$ cat src/rtl/iccm_field_writer.sv
// iccm_field_writer
// Read-modify-write engine that replaces one FIELD_W-bit lane of a
// DATA_W-bit bank word. Each request walks IDLE -> RD -> MERGE -> WR, so a
// request takes four cycles and every write-back lands before the next read
// is issued. Back-to-back requests to the same word therefore need no
// forwarding.

module iccm_field_writer #(
    parameter int DATA_W  = 12,
    parameter int FIELD_W = 6,
    parameter int ADDR_W  = 4
) (
    input  logic                clk,
    input  logic                rst,

    input  logic                req_valid,
    output logic                req_ready,
    input  logic [ADDR_W-1:0]   req_addr,
    input  logic [FIELD_W-1:0]  req_data,

    output logic                bank_rd_en,
    output logic [ADDR_W-2:0]   bank_rd_addr,
    input  logic [DATA_W-1:0]   bank_rd_data,

    output logic                bank_wr_en,
    output logic [ADDR_W-2:0]   bank_wr_addr,
    output logic [DATA_W-1:0]   bank_wr_data,

    output logic                done,
    output logic                busy
);

    typedef enum logic [1:0] {
        IDLE  = 2'd0,
        RD    = 2'd1,
        MERGE = 2'd2,
        WR    = 2'd3
    } state_t;

    state_t state;
    state_t state_next;

    // Request fields captured at acceptance; nothing else on the request
    // bus is looked at until the engine is idle again.
    logic [ADDR_W-2:0]  word_q;
    logic               lane_q;
    logic [FIELD_W-1:0] data_q;

    // Merged word; it stays on bank_wr_data between write-backs.
    logic [DATA_W-1:0]  merged_q;
    logic [DATA_W-1:0]  merged_d;

    logic accept;

    assign accept = (state == IDLE) && req_valid;

    // State register; reset wins over any request presented in the same cycle.
    always_ff @(posedge clk) begin
        if (rst) begin
            state <= IDLE;
        end else begin
            state <= state_next;
        end
    end

    // Next-state logic: a fixed four-step walk once a request is taken.
    always_comb begin
        state_next = state;
        case (state)
            IDLE:    state_next = req_valid ? RD : IDLE;
            RD:      state_next = MERGE;
            MERGE:   state_next = WR;
            WR:      state_next = IDLE;
            default: state_next = IDLE;
        endcase
    end

    // Capture the request at acceptance and the merged word in MERGE.
    always_ff @(posedge clk) begin
        if (rst) begin
            word_q   <= '0;
            lane_q   <= 1'b0;
            data_q   <= '0;
            merged_q <= '0;
        end else begin
            if (accept) begin
                word_q <= req_addr[ADDR_W-1:1];
                lane_q <= req_addr[0];
                data_q <= req_data;
            end
            if (state == MERGE) begin
                merged_q <= merged_d;
            end
        end
    end

    // Lane replacement: the other lane of the read word passes through.
    always_comb begin
        merged_d = bank_rd_data;
        if (lane_q) begin
            merged_d[DATA_W-1 -: FIELD_W] = data_q;
        end else begin
            merged_d[FIELD_W-1:0] = data_q;
        end
    end

    // Strobes and handshake decoded purely from the state.
    always_comb begin
        req_ready  = 1'b0;
        busy       = 1'b1;
        bank_rd_en = 1'b0;
        bank_wr_en = 1'b0;
        done       = 1'b0;
        case (state)
            IDLE: begin
                req_ready = 1'b1;
                busy      = 1'b0;
            end
            RD: begin
                bank_rd_en = 1'b1;
            end
            MERGE: begin
            end
            WR: begin
                bank_wr_en = 1'b1;
                done       = 1'b1;
            end
            default: begin
            end
        endcase
    end

    assign bank_rd_addr = word_q;
    assign bank_wr_addr = word_q;
    assign bank_wr_data = merged_q;

endmodule

$ cat config.mk
export PLATFORM = sky130hd
export DESIGN_NAME = iccm_field_writer
export DESIGN_NICKNAME = d
export VERILOG_FILES = /design/src/rtl/iccm_field_writer.sv
export SDC_FILE = /design/constraint.sdc
export NUM_CORES = 1
export LEC_CHECK = 0
export BUFFER_PORTS_ARGS = -buffer_cell sky130_fd_sc_hd__buf_2
export CORE_MARGIN = 2
export CORE_UTILIZATION = 50
export CTS_CLUSTER_SIZE = 16
export DETAILED_ROUTE_END_ITERATION = 10
export GPL_TIMING_DRIVEN = 1
export PLACE_DENSITY_LB_ADDON = 0.15
export SYNTH_ARGS = -nofsm -noshare
export SYNTH_HDL_FRONTEND = slang
export SYNTH_SLANG_ARGS = --single-unit
$ cat constraint.sdc
create_clock -name clk -period 1.85 [get_ports clk]
set_input_delay 0.4625 -clock clk [delete_from_list [all_inputs] [get_ports clk]]
set_output_delay 0.4625 -clock clk [all_outputs]
set_load 0.01 [all_outputs]
==> results of run 1 <==
-- sequential cells by signal (all words and copies together) (netlist names) --
register / count
bank_wr_data: 12
data_q: 6
bank_rd_addr: 3
state: 2
lane_q: 1
-- per-stage QoR --
stage               area (um^2)  utilization (%)  worst slack, ps  hold WS [ps]  total power [W]
global placement           1328            60.59            576.5         471.7        0.0009146
floorplan                  1140                -            411.8         499.7        0.0008353
detailed placement         1328            60.59            516.0         477.3        0.0009271
global route               1350            61.62            125.6         383.9         0.001202
finish                     1350            61.62            212.9         396.1         0.001122
CTS                        1350            61.62            186.1         387.6         0.001142
-- cells by family after synthesis --
logic type	Yosys count	synth area share, %
AOI/OAI and AO/OA	32	21.08
adders and majority gates	6	6.586
buffers and inverters	17	9.550
DFF	24	42.15
muxes	13	11.42
and+or+nand+nor	24	9.221
-- power by group through the flow --
stage / clock, W / combinational (W) / sequential (W)
2_1_floorplan: 0 / 0.000208 / 0.000627
3_3_place_gp: 0 / 0.000295 / 0.000620
3_5_place_dp: 0 / 0.000303 / 0.000624
4_1_cts: 0.000225 / 0.000305 / 0.000612
5_1_grt: 0.000247 / 0.000338 / 0.000617
6_report: 0.000212 / 0.000300 / 0.000610
-- cell usage in the layout, fill, tap and decap left out --
master	instances
buf_2	47
dfxtp_1	24
mux2i_1	13
nor2_1	13
a211oi_1	12
nand3_1	10
a21bo_2	10
a21oi_1	10
ha_1	6
inv_1	3
clkbuf_4	3
buf_4	2
nor2b_1	1
-- layout make-up --
class / instances / area share (%)
clock buffer: 3 / 1.668
multi-input combinational: 75 / 40.78
sequential: 24 / 35.59
tap: 28 / 2.595
inverter: 3 / 0.8341
timing repair buffer: 49 / 18.54
-- worst register-to-register path, stage by stage (launching register included) --
cell and delay [ps]:
dfxtp_1 380, inv_1 100, ha_1 220, buf_4 200, a21bo_2 230, a21oi_1 140
-- routing by layer --
metal	share of wire [%]	up-vias	global-route usage [%]
li1	-	482	-
met1	45	431	19.89
met2	50	23	28.21
met3	4.7	2	5.172
met4	0.55	0	5.702
met5	0	-	0
-- worst min-delay path by stage --
stage                                        startpoint                       endpoint  slack [ps]  cells after the start
after floorplan            bank_wr_data[0]$_SDFFE_PP0N_   bank_wr_data[0]$_SDFFE_PP0N_         500                      2
after global placement    bank_wr_data[11]$_SDFFE_PP0N_  bank_wr_data[11]$_SDFFE_PP0N_         470                      2
after detailed placement   bank_wr_data[9]$_SDFFE_PP0N_   bank_wr_data[9]$_SDFFE_PP0N_         480                      2
after CTS                                   req_addr[3]   bank_rd_addr[2]$_SDFFE_PP0P_         390                      3
after global routing                        req_addr[3]   bank_rd_addr[2]$_SDFFE_PP0P_         380                      3
final                                       req_addr[3]   bank_rd_addr[2]$_SDFFE_PP0P_         400                      3
==> results.json, run 1 <==
{
  "ys_types": 15,
  "clockBufferDepth": 2,
  "critical_path.endpoint": "busy",
  "async_flop_share_pct": 0,
  "yosys_warnings": 0,
  "drt-wirelength-per-cell_um": 11.91,
  "crit_cells": 4,
  "maxCapViolCount": 0,
  "worstHoldPathType": "input port to flip-flop",
  "crit_chain": "inv_1, ha_1, inv_1, buf_2",
  "synth_top_area_cell": "dfxtp_1",
  "cp-start-kind": "flip-flop",
  "htree_levels": 1,
  "setup_violations": 0,
  "r2r_end": "data_q[0]$_SDFFE_PP0P_",
  "pwr-share-clk_pct": 18.9,
  "wl_mm": 2.168,
  "avgSynthCellArea_um2": 9.826,
  "finalCritPeriodShare_pct": 88.49,
  "drc": 0,
  "crit_buf_inv": 3,
  "hpwl_mm": 1.634,
  "synth-main-ff-cell": "dfxtp_1",
  "fp.dieW_um": 51.75,
  "floorplan.rows": 17,
  "grt_pass1_wl_mm": 3.325,
  "r2r_start": "state[0]$_SDFF_PP0_",
  "initial_utilization_pct": 52.03,
  "dieArea_mm2": 0.002678,
  "required_ps": 1390,
  "grt_setup_unrepaired": "false",
  "synth_edf_count": 0,
  "critPathMaxFanout": 4,
  "fin_setup_tns_ps": 0,
  "power.static_leakage_nw": 0.6135,
  "path_class": "flip-flop to output pin",
  "fin_nets": 187,
  "synth.most_common_cell": "dfxtp_1",
  "drv_slew": 0,
  "hold_violations": 0,
  "period_minus_slack_ps": 1637,
  "clock_latency_ps": 300,
  "worstSetupEndpointType": "output pin",
  "die_h_um": 51.75,
  "max-vdd-ir-drop_uv": 537.8,
  "cpMaxStageDelayCell": "dfxtp_1",
  "status": "finished, final reports clean",
  "synthTopCellsByArea": "dfxtp_1 (42%), mux2i_1 (11%), a21bo_2 (8.8%), a211oi_1 (7.9%), ha_1 (6.6%)",
  "critPathMaxStageDelay_ps": 380,
  "multi_input_area_um2": 550.5,
  "dp.cells": 179,
  "seq_area_frac_synth_pct": 42.15,
  "diodes": 0,
  "p_switching_w": 0.0003336,
  "synth_area_mm2": 0.001140,
  "finalClockSkew_ps": 1.908,
  "vias": 938,
  "slew_headroom_pct": 53.01,
  "drt_first_iter_violations": 10,
  "grt_usage_pct": 16.66,
  "first_pass_iters": 4,
  "worst_pin_slew_ps": 704.0,
  "syn_inst": 116,
  "reg2reg_depth": 5,
  "p_int_w": 0.0007887,
  "p_seq_share_pct": 54.4,
  "area_delta_synth_final_pct": 18.44,
  "gp_congestion": 0.6869,
  "final_antenna_net_count": 0,
  "drive_gt1_share_pct": 40.26,
  "grt_start_max_net_pins": 25,
  "cp_top_family": "flip-flops",
  "stdcell_count": 182,
  "max_clock_freq_ghz": 0.6108,
  "worstSetupStartpoint": "state[0]$_SDFF_PP0_",
  "vias_per_cell": 5.154,
  "cts.clk_slew.worst_paths_ps": 120,
  "syn_nets": 147,
  "combPwrFrac_pct": 26.7,
  "core_area_mm2": 0.002191,
  "cts_resized": 0,
  "root_buffer": "clkbuf_4",
  "r2r_slack_ps": 510,
  "antenna_found_initial": 0,
  "tritoncts": "done",
  "synth_top_area_share_pct": 42.15,
  "ios": 48,
  "synthTopCellsByCount": "dfxtp_1 (24), mux2i_1 (13), nor2_1 (13)",
  "grt-ovfl-total": 0,
  "critPathArrivalTime_ps": 1170,
  "cts-buffers-inserted": 3,
  "clkSinkCount": 24,
  "seq_area_um2": 480.5,
  "port_buffers": 47,
  "grt_pass1_vias": 811,
  "crit_path_frequent_cell": "inv_1",
  "p_per_area_mw_per_mm2": 831.3,
  "nFillCells": 218,
  "post_cts_buffers": 0,
  "swShare_pct": 29.72,
  "synth_seq_cells": 24,
  "postCtsHoldBufs": 0
}
Power figures use the tool's default switching activity.
==> run 2: changes to the inputs <==
CAP_MARGIN = 15   (was unset)
CORE_UTILIZATION = 40   (was 50)
==> run 2 against run 1 <==
Against the previous run:
- final area is 0.83% higher
- register-to-register slack improved by 20 ps
- critical endpoint unchanged
- global-route usage down 1.4 points
- combinational power is 2% higher
- critical path depth unchanged
- first-iteration DRC count is 130% higher
- sequential power decreased by 0.7%
- critical path type unchanged
- hold slack worse by 3.5 ps
- routed wire length up 7.1%
==> results.json, run 2 (synthesized netlist as in run 1, its figures left out) <==
{
  "grt_usage_pct": 15.24,
  "crit_buf_inv": 3,
  "vias": 918,
  "fin_nets": 188,
  "gp_congestion": 0.6803,
  "dieArea_mm2": 0.003292,
  "post_cts_buffers": 0,
  "die_h_um": 57.38,
  "cts.clk_slew.worst_paths_ps": 120,
  "vias_per_cell": 4.935,
  "layout_commonest_cell": "buf_2",
  "finalClockSkew_ps": 2.600,
  "drv_slew": 0,
  "finalPower_w": 0.001134,
  "worst_pin_slew_ps": 465.3,
  "clockBufferDepth": 2,
  "cts-buffers-inserted": 3,
  "initial_utilization_pct": 41.69,
  "core_area_mm2": 0.002734,
  "hold_violations": 0,
  "clkSinkCount": 24,
  "max-vdd-ir-drop_uv": 689.8,
  "clock_latency_ps": 300,
  "port_buffers": 47,
  "max_clock_freq_ghz": 0.6060,
  "antenna_found_initial": 0,
  "r2r_start": "state[0]$_SDFF_PP0_",
  "floorplan.rows": 19,
  "setup_violations": 0,
  "path_class": "flip-flop to output pin",
  "diodes": 0,
  "drt_first_iter_violations": 23,
  "p_per_area_mw_per_mm2": 833.2,
  "fin_setup_tns_ps": 0,
  "status": "finished, final reports clean",
  "grt_pass1_wl_mm": 3.995,
  "grt_pass1_vias": 912,
  "crit_chain": "inv_1, ha_1, inv_1, buf_2",
  "fp.dieW_um": 57.38,
  "hpwl_mm": 1.659,
  "final_cell_mix": "buf_2 (47), dfxtp_1 (24), mux2i_1 (13), nor2_1 (13), a211oi_1 (12)",
  "fin_ws_ps": 199.8,
  "largest_reg_flops": 12,
  "slew_headroom_pct": 68.98,
  "final_antenna_net_count": 0,
  "critPathArrivalTime_ps": 1190,
  "drc": 0,
  "finalCritPeriodShare_pct": 89.20,
  "first_pass_iters": 4,
  "period_minus_slack_ps": 1650,
  "worstSetupStartpoint": "state[0]$_SDFF_PP0_",
  "area_delta_synth_final_pct": 19.43,
  "grt_start_max_net_pins": 25,
  "power.static_leakage_nw": 0.6188,
  "tritoncts": "done",
  "place_ws_ps": 535.8,
  "root_buffer": "clkbuf_4",
  "critPathMaxStageDelay_ps": 380,
  "grt_setup_unrepaired": "false",
  "critPathMaxFanout": 4,
  "cp-start-kind": "flip-flop",
  "drt-wirelength-per-cell_um": 12.49,
  "wl_mm": 2.323,
  "worstSetupEndpointType": "output pin",
  "ios": 48,
  "drive_gt1_share_pct": 40.65,
  "htree_levels": 1,
  "grt-ovfl-total": 0,
  "postCtsHoldBufs": 0,
  "maxCapViolCount": 0,
  "crit_path_frequent_cell": "inv_1",
  "required_ps": 1390,
  "cpMaxStageDelayCell": "dfxtp_1",
  "cp_top_family": "flip-flops",
  "min_from": "req_addr[0]",
  "cts_resized": 0,
  "worstHoldPathType": "input port to flip-flop"
}
-- run 2: changes by cell type in the layout (fill, tap and decap cells not counted), sizes merged --
cell  delta
buf      +1
-- run 2: final cells by class --
cell class              instances  area (um^2)
fillers                       281         1373
multi-input cells              75        550.5
flip-flops and latches         24        480.5
repair buffers                 50        257.7
well taps                      31        38.79
clock buffers                   3        22.52
inverters                       3        11.26
-- run 2: path summary, 6_finish.rpt --
kind	end	slack (ps)	cells past startpoint
worst min-delay path	lane_q$_SDFFE_PP0P_	390	3
worst min register to register	bank_wr_data[7]$_SDFFE_PP0N_	490	2
worst max-delay path	busy	200	4
worst max register to register	bank_wr_data[3]$_SDFFE_PP0N_	530	5
-- run 2: tightest hold or removal path: stages --
cell and delay, ps:
buf_2 90, nand3_1 50, a21oi_1 50
-- run 2: where the power goes --
part	total [W]	leakage [nW]	switching, W	internal [W]
logic	0.000307	0.408	0.000164	0.000143
clock network	0.000221	0.0138	0.000145	0.0000760
registers	0.000606	0.197	0.0000351	0.000571
-- run 2: stage by stage --
| stage | util (%) | instances | hold WS (ps) | cell area, um^2 |
|---|---|---|---|---|
| 6_report | 49.79 | 186 | 392.5 | 1361 |
| 5_1_grt | 49.79 | 186 | 371.9 | 1361 |
| 4_1_cts | 49.79 | 186 | 381.4 | 1361 |
| 3_5_place_dp | 48.97 | 183 | 477.9 | 1339 |
| 3_3_place_gp | 48.97 | 183 | 471.0 | 1339 |
| 2_1_floorplan | - | 116 | 499.7 | 1140 |
-- run 2: layer usage --
metal | wire, um | GRT usage [%]
met1 | 1078 | 19.55
met2 | 1049 | 25.16
met3 | 184 | 5.669
met4 | 11 | 1.993
met5 | 0 | 0
